File: config.mk
export PLATFORM = sky130hd
export DESIGN_NAME = sha3_scan_result_queue
export DESIGN_NICKNAME = d
export VERILOG_FILES = /design/src/rtl/sha3_scan_pkg.sv /design/src/rtl/sha3_result_fifo.sv /design/src/rtl/sha3_scan_result_queue.sv
export SDC_FILE = /design/constraint.sdc
export NUM_CORES = 1
export LEC_CHECK = 0
export BUFFER_PORTS_ARGS = -buffer_cell sky130_fd_sc_hd__buf_2
export CAP_MARGIN = 10
export CORE_AREA = 2 2 677 679
export DETAILED_ROUTE_END_ITERATION = 7
export DIE_AREA = 0 0 679 681
export GPL_TIMING_DRIVEN = 0
export HOLD_SLACK_MARGIN = 0.06
export PLACE_DENSITY = 0.34
export RECOVER_POWER = 50
export SLEW_MARGIN = 0
export SYNTH_ARGS = -nofsm -noshare
export SYNTH_HDL_FRONTEND = slang
export SYNTH_SLANG_ARGS = --single-unit
File: constraint.sdc
create_clock -name clk -period 10.58 [get_ports clk]
set_clock_uncertainty 0.15 [all_clocks]
set_input_delay 1.058 -clock clk [delete_from_list [all_inputs] [get_ports clk]]
set_output_delay 1.058 -clock clk [all_outputs]
set_load 0.005 [all_outputs]
File: src/rtl/sha3_scan_pkg.sv
// Shared types for the SHA3 scan result path: scan lifecycle
// states, hash geometry and the result entry layout.
package sha3_scan_pkg;

  localparam int HASH_WORDS    = 25;
  localparam int HASH_KEEP_DEF = 4;

  typedef enum logic [1:0] {
    ST_IDLE     = 2'd0,
    ST_SCANNING = 2'd1,
    ST_DONE     = 2'd2
  } scan_state_t;

  // Nonce sits in the low word so 32-bit word j of an entry
  // is simply bits [32*j +: 32].
  typedef struct packed {
    logic [HASH_KEEP_DEF-1:0][63:0] hash;
    logic [31:0]                    nonce;
  } result_t;

  function automatic int entry_bits(input int keep);
    return 32 + 64 * keep;
  endfunction

endpackage

File: src/rtl/sha3_result_fifo.sv
// Result FIFO: storage, wrapping pointers and occupancy count.
// Ports: clr/push/pop/wdata in; rdata (head), full, empty, count out.
module sha3_result_fifo
  import sha3_scan_pkg::*;
#(
  parameter int W     = 32,
  parameter int DEPTH = 4
) (
  input  logic                   clk,
  input  logic                   rst_n,
  input  logic                   clr,
  input  logic                   push,
  input  logic                   pop,
  input  logic [W-1:0]           wdata,
  output logic [W-1:0]           rdata,
  output logic                   full,
  output logic                   empty,
  output logic [$clog2(DEPTH):0] count
);

  localparam int AW = $clog2(DEPTH);

  logic [W-1:0]  mem [DEPTH];
  logic [AW-1:0] wptr;
  logic [AW-1:0] rptr;
  logic          do_pop;
  logic          do_push;

  assign empty = (count == '0);
  assign full  = (count == (AW+1)'(DEPTH));

  // A pop frees the slot a same-cycle push needs when full.
  assign do_pop  = pop & ~empty & ~clr;
  assign do_push = push & (~full | do_pop) & ~clr;

  always_ff @(posedge clk or negedge rst_n) begin
    if (!rst_n) begin
      wptr  <= '0;
      rptr  <= '0;
      count <= '0;
    end else if (clr) begin
      wptr  <= '0;
      rptr  <= '0;
      count <= '0;
    end else begin
      if (do_push) wptr <= wptr + 1'b1;
      if (do_pop)  rptr <= rptr + 1'b1;
      count <= count + (AW+1)'(do_push)
                     - (AW+1)'(do_pop);
    end
  end

  always_ff @(posedge clk) begin
    if (do_push) mem[wptr] <= wdata;
  end

  assign rdata = mem[rptr];

endmodule

File: src/rtl/sha3_scan_result_queue.sv
// Captures below-threshold scanner results into a FIFO, exposes
// the head word-by-word, tracks scan lifecycle and overflow losses.
module sha3_scan_result_queue
  import sha3_scan_pkg::*;
#(
  parameter int DEPTH     = 4,
  parameter int HASH_KEEP = 4
) (
  input  logic                                clk,
  input  logic                                rst_n,
  input  logic                                scan_start,
  input  logic                                found,
  input  logic [HASH_WORDS-1:0][63:0]         hash,
  input  logic [31:0]                         nonce,
  input  logic                                scanner_ready,
  input  logic                                pop,
  input  logic                                clear,
  input  logic [$clog2(1+2*HASH_KEEP)-1:0]    rd_sel,
  output logic [31:0]                         rd_data,
  output logic                                empty,
  output logic [$clog2(DEPTH):0]              count,
  output logic [15:0]                         dropped,
  output logic [31:0]                         found_total,
  output logic                                scanning,
  output logic                                done
);

  localparam int EW = entry_bits(HASH_KEEP);
  localparam int SW = $clog2(1+2*HASH_KEEP);
  localparam logic [SW-1:0] LAST = SW'(2*HASH_KEEP);

  scan_state_t   state;
  logic          armed;
  logic          prev_found;
  logic          cap;
  logic          full;
  logic          pop_ok;
  logic [EW-1:0] wentry;
  logic [EW-1:0] head;

  assign cap    = found & ~prev_found;
  assign pop_ok = pop & ~empty;
  assign wentry = {hash[HASH_KEEP-1:0], nonce};

  sha3_result_fifo #(
    .W     (EW),
    .DEPTH (DEPTH)
  ) u_fifo (
    .clk   (clk),
    .rst_n (rst_n),
    .clr   (clear),
    .push  (cap),
    .pop   (pop),
    .wdata (wentry),
    .rdata (head),
    .full  (full),
    .empty (empty),
    .count (count)
  );

  // Clearing on start lets a found already high be seen once.
  always_ff @(posedge clk or negedge rst_n) begin
    if (!rst_n)                   prev_found <= 1'b0;
    else if (clear | scan_start)  prev_found <= 1'b0;
    else                          prev_found <= found;
  end

  always_ff @(posedge clk or negedge rst_n) begin
    if (!rst_n) begin
      dropped     <= '0;
      found_total <= '0;
    end else if (clear) begin
      dropped     <= '0;
      found_total <= '0;
    end else begin
      if (scan_start)  found_total <= '0;
      else if (cap)    found_total <= found_total + 1'b1;
      if (cap & full & ~pop_ok & (dropped != 16'hFFFF))
        dropped <= dropped + 1'b1;
    end
  end

  // armed masks the first SCANNING cycle, while the scanner's
  // ready is still reflecting the previous job.
  always_ff @(posedge clk or negedge rst_n) begin
    if (!rst_n) begin
      state <= ST_IDLE;
      armed <= 1'b0;
    end else if (clear) begin
      state <= ST_IDLE;
      armed <= 1'b0;
    end else if (scan_start) begin
      state <= ST_SCANNING;
      armed <= 1'b0;
    end else if (state == ST_SCANNING) begin
      if (!armed)             armed <= 1'b1;
      else if (scanner_ready) state <= ST_DONE;
    end
  end

  assign scanning = (state == ST_SCANNING);
  assign done     = (state == ST_DONE);

  always_comb begin
    rd_data = '0;
    if (!empty && rd_sel <= LAST)
      rd_data = head[32*int'(rd_sel) +: 32];
  end

endmodule
### Word-level counts from Yosys, hierarchy flattened

Memories as Yosys holds them, arrays and structs flattened.
Cells that the tools add are included.

| operators by class | value |
|---|---|
| muxes and demuxes | 22 |
| eq/ne operators | 4 |
| bitwise operators | 15 |
| shift-type cells | 1 |
| $lt $le $gt $ge | 1 |
| add/subtract/negate cells | 6 |
| reduce and logical (&&, ||, !) cells | 11 |

Operator list:

| kind | number |
|---|---|
| $shiftx A288 B10 Y32 | 1 |
| $mux W32 | 4 |
| $add A32 B1 Y32 const B | 1 |
| $mux W16 | 2 |
| $mux W2 | 9 |
| $add A16 B1 Y16 const B | 1 |
| $ne A16 B16 Y1 const B | 1 |
| $reduce_bool A3 Y1 | 4 |
| $and A1 B1 Y1 | 8 |
| $mux W1 | 6 |
| $reduce_bool A2 Y1 | 3 |
| $not A1 Y1 | 5 |
| $add A2 B1 Y2 const B | 2 |
| $le A4 B4 Y1 const B | 1 |
| $add A3 B1 Y3 | 1 |
| $eq A3 B3 Y1 const B | 1 |
| $logic_not A3 Y1 | 1 |
| $mux W3 | 1 |
| $reduce_and A3 Y1 | 1 |
| $sub A3 B1 Y3 | 1 |
| $eq A2 B1 Y1 const B | 1 |
| $eq A2 B2 Y1 const B | 1 |
| $or A1 B1 Y1 | 2 |
| $logic_and A1 B1 Y1 | 1 |
| $logic_not A1 Y1 | 1 |

| storage, ports and cells | value |
|---|---|
| memory bits (writable) | 1152 |
| output and inout bits | 86 |
| register bits after elaboration | 59 |
| memories kept | 1 |
| word-level logic and storage cells | 69 |

Memories:

| memory | depth | width | read ports | clocked after memory_dff | write ports | line | RTL |
|---|---|---|---|---|---|---|---|
| u_fifo.mem | 4 | 288 | 1 | 0 | 1 | sha3_result_fifo.sv:23 | `logic [W-1:0] mem [DEPTH];` |

### Logic depth before layout (Yosys ltp)

| logic depth | value |
|---|---|
| depth in word-level cells | 10 |
| mapped depth | 10 |
| gate-level depth less buffers | 10 |

### By module

Synthesis repeated with hierarchy kept, for this count alone.

| unflattened totals | value |
|---|---|
| cell total of the unflattened synthesis | 2125 |
| area total of the unflattened synthesis | 47125.2 µm² |

Modules (own cells, without submodules):

| module | area an instance (µm²) | instances | sequential area each (µm²) | cells each |
|---|---|---|---|---|
| sha3_result_fifo | 41951.5 | 1 | 34768.3 | 1551 |
| sha3_scan_result_queue | 5173.7 | 1 | 1301.2 | 574 |

### Least setup slack after synthesis

Ideal clock, no wire load.

| timing | value |
|---|---|
| kind | input to register |
| from | in clear |
| to | mem u_fifo.mem[1][0] (netlist bit), enable pin |
| path buffers | 1 |
| path slack | 1.636 ns |
| data arrival time | 8.108 ns |
| cell stages on the path | 3 |
| required time | 9.744 ns |
| cell sequence | buf_4 > nor3_1 > and2_1 |

| between the ends | value |
|---|---|
| cells in the longest elaborated chain, start to end | 7 |

RTL lines:

| element | line | RTL |
|---|---|---|
| start: declaration | sha3_scan_result_queue.sv:17 | `input logic clear,` |
| $not A1 Y1 (*) | sha3_result_fifo.sv:33, sha3_result_fifo.sv:34 |  |
| $and A1 B1 Y1 | sha3_result_fifo.sv:33 | `assign do_pop = pop & ~empty & ~clr;` |
| $or A1 B1 Y1 | sha3_result_fifo.sv:34 | `assign do_push = push & (~full \| do_pop) & ~clr;` |
| $and A1 B1 Y1 | sha3_result_fifo.sv:34 |  |
| $and A1 B1 Y1 (*) | sha3_result_fifo.sv:34 |  |
| $mux W1 (*) | sha3_result_fifo.sv:54 | `if (do_push) mem[wptr] <= wdata;` |
| $mux W1 (implied by the code) (*) | sha3_result_fifo.sv:54 |  |
| end: declaration | sha3_result_fifo.sv:23 |  |

Mark *: on every way between the ends. The rest lies on a longest branch, timed or not.

### Worst setup path after layout

| timing | value |
|---|---|
| from | in rd_sel[0] |
| to | out rd_data[25] |

| between the ends | value |
|---|---|
| cells in the longest elaborated chain, start to end | 3 |
| elaborated cells between the ends (all ways) | 4 |
| those cells by class | order compare (1); shift (1); mux (1); reduce/logical (1) |

RTL lines:

| element | line | RTL |
|---|---|---|
| start: declaration | sha3_scan_result_queue.sv:18 | `input logic [$clog2(1+2*HASH_KEEP)-1:0] rd_sel,` |
| branches (longest 2 deep; another with $shiftx A288 B10 Y32) | - |  |
| $mux W32 (*) | sha3_scan_result_queue.sv:106 | `if (!empty && rd_sel <= LAST)` |
| end: declaration | sha3_scan_result_queue.sv:19 | `output logic [31:0] rd_data,` |

Mark *: on every way between the ends.

==> flow_summary.toml <==
[finish]
fin_cells = 8935
area_growth_pct = 32.1
fin_nets = 4445
final_util_pct = 13.5
final_common_cell = "edfxtp_1"
final_cell_mix = "1152 x edfxtp_1, 367 x clkbuf_1, 224 x mux4_2"
drive_gt1_share_pct = 22.3

[cts]
cts_tree = "done"
cts_hold_buf = 0
cts_root_buffer = "clkbuf_16"
cts_num_sinks = 1211
cts.repair.resized = 0
post_cts_buffers = 0
cts_made_buffers = 151
cts_max_path_buffers = 4
h-tree-depth = 4
insertion_delay_ps = 770
clkTransAtPathRegs_ps = 60

[global_route]
grt_overflow_total = 0
grt_pass1_vias = 25700
grt_max_degree = 60
grt_pass1_wl_mm = 259
grt_usage_pct = 8.44
antenna_found_initial = 226

[synth]
synth_edf_count = 1152
syn_area_per_cell_um2 = 21.1
yosysTopAreaCell = "edfxtp_1"
syn-cell-area_um2 = 46600
synth_top_area_share_pct = 74.2
synth_seq_cells = 1211
yosysWarningCount = 0
ys_async_sr_fraction_pct = 4.87
syn_inst = 2213
yosysSeqAreaShare_pct = 77.4
ys_dominant_reg_cell = "edfxtp_1"
synth_nets = 3865
ys_types = 51
netlist_top_cells_area = "edfxtp_1 74%, mux4_2 11%, dfrtp_1 3.2%"

[floorplanning]
start_util_pct = 10.2
fp.dieW_um = 679
die_h_um = 681
die-area_um2 = 462000
core.rowCount = 248
ios = 1729
floorplan.core_area_um2 = 455000

[run_status]
status = "complete, but fails checks"
violations = "max-capacitance violations, max-slew violations"

[sta]
rsz0062_at_grt = "no"
worstMarginPinSlew_ps = 3700
setup_viol = 0
period_share_pct = 66.3
max_freq_mhz = 142
finalSetupTns_ps = 0
hold_violations = 0
drv_slew = 60
fin_hold_ws_ps = 276
slew_headroom_pct = -147
period_minus_slack_ps = 7020

[critical_path]
worst_ep_arrival_time_ps = 5810
reg2reg_slack_ps = 6320
crit_type = "input pin to output pin"
start_kind = "input pin"
required_ps = 9370
critPathCaptureType = "output pin"
crit_fanout = 10

[place]
numPlacedInstances = 8640
gp_congestion = 0.689
io_buffers = 381
dp_hpwl_mm = 152

[detailed_routing]
drtPass1Iterations = 5
via_per_inst = 2.83
top_layer = "met5"
wl_met1_mm = 80.7
totalWireLength_mm = 201
vias = 25300
drc = 0
drt_iter0_drc = 1824
routed-wl-met3_mm = 24.1
route.met2.wl_mm = 90.3
route.detailed.wl_per_inst_um = 22.5
ant_nets = 0

[power]
total_power_w = 0.0127
p_per_area_nw_per_um2 = 207
vdd_drop_max_v = 0.000107
leakage_nw = 17.7

[hold_path]
hold_path_class = "input pin to flip-flop"

[job]
cap_violations = 1
state kept, by name (all words and copies together) (netlist names):
signal        flops
dropped          16
state             2
u_fifo.mem     1152
u_fifo.rptr       2
armed             1
prev_found        1
u_fifo.wptr       2
found_total      32
u_fifo.count      3
stage by stage:
| stage | area (um^2) | setup slack [ps] |
|---|---|---|
| final | 61600 | 3560 |
| after global routing | 61500 | 3360 |
| after CTS | 61900 | 3250 |
| after detailed placement | 57200 | 3250 |
| after global placement | 56000 | -7300 |
| after floorplan | 46600 | 1640 |
cell type report:
type / instances / area [um^2]
diodes: 40 / 100
plain buffers: 128 / 624
clock buffers: 174 / 3980
clock inverters: 81 / 790
fillers: 50600 / 393000
inverters: 14 / 52.6
multi-input cells: 860 / 9910
flip-flops and latches: 1211 / 36100
well taps: 6000 / 7510
repair buffers: 427 / 2560
path summary, 6_finish.rpt:
check	from	cells after the start	to
worst max-delay path	rd_sel[0]	9	rd_data[25]
worst min-delay path	hash[39]	1	u_fifo.mem[1][71]$_DFFE_PP_
worst max register to register	prev_found$_DFF_PN0_	7	u_fifo.mem[3][276]$_DFFE_PP_
worst min register to register	armed$_DFFE_PN0P_	2	armed$_DFFE_PN0P_
max in group asynchronous	rst_n	2	found_total[20]$_DFFE_PN0P_
min in group asynchronous	rst_n	2	u_fifo.rptr[0]$_DFFE_PN0P_
power breakdown:
part / total, W / leakage (nW) / internal [W] / switching [W]
Clock: 0.00508 / 2.34 / 0.00304 / 0.00204
Combinational: 0.00216 / 4.14 / 0.000835 / 0.00133
Sequential: 0.00548 / 11.3 / 0.00544 / 0.0000438
Total: 0.0127 / 17.7 / 0.00931 / 0.00341
metal layers:
metal / vias up / global-route usage, %
li1: 10500 / -
met1: 13100 / 10.1
met2: 979 / 13.3
met3: 524 / 4.63
met4: 170 / 1.60
met5: - / 0
kinds of logic after synthesis:
logic type	after synthesis	synth area share, %
compound gates	285	4.49
xor+xnor	42	0.789
mux	360	13.7
flops	1211	77.4
buf+inv	142	1.45
simple gates	164	1.88
fa+ha+maj	9	0.258
synthesized netlist by cell type (all sizes together), types with 2 or more instances:
cell,instances
nor4b,2
edfxtp,1152
ha,8
nand3b,2
nand4,9
nand3,12
and4,6
nor4,11
buf,64
a21oi,67
o211ai,4
and2,9
nor2,57
o31ai,2
nor3,13
dfrtp,59
xor2,17
a211oi,37
mux2i,135
or4,3
or3,9
o21ai,15
a32o,3
xnor2,25
a22o,58
o2111ai,4
a22oi,29
inv,14
nand2,17
o221ai,56
mux4,224
nor2b,7
o22ai,8
or3b,3
clkbuf,64
worst max-delay path, cell delays in order:
cell	delay, ps
buf_2	180
clkbuf_1	360
nor2b_1	810
clkbuf_1	880
clkbuf_2	620
a22oi_1	470
a21oi_1	790
a22o_1	390
buf_2	170
Power figures use the tool's default switching activity.
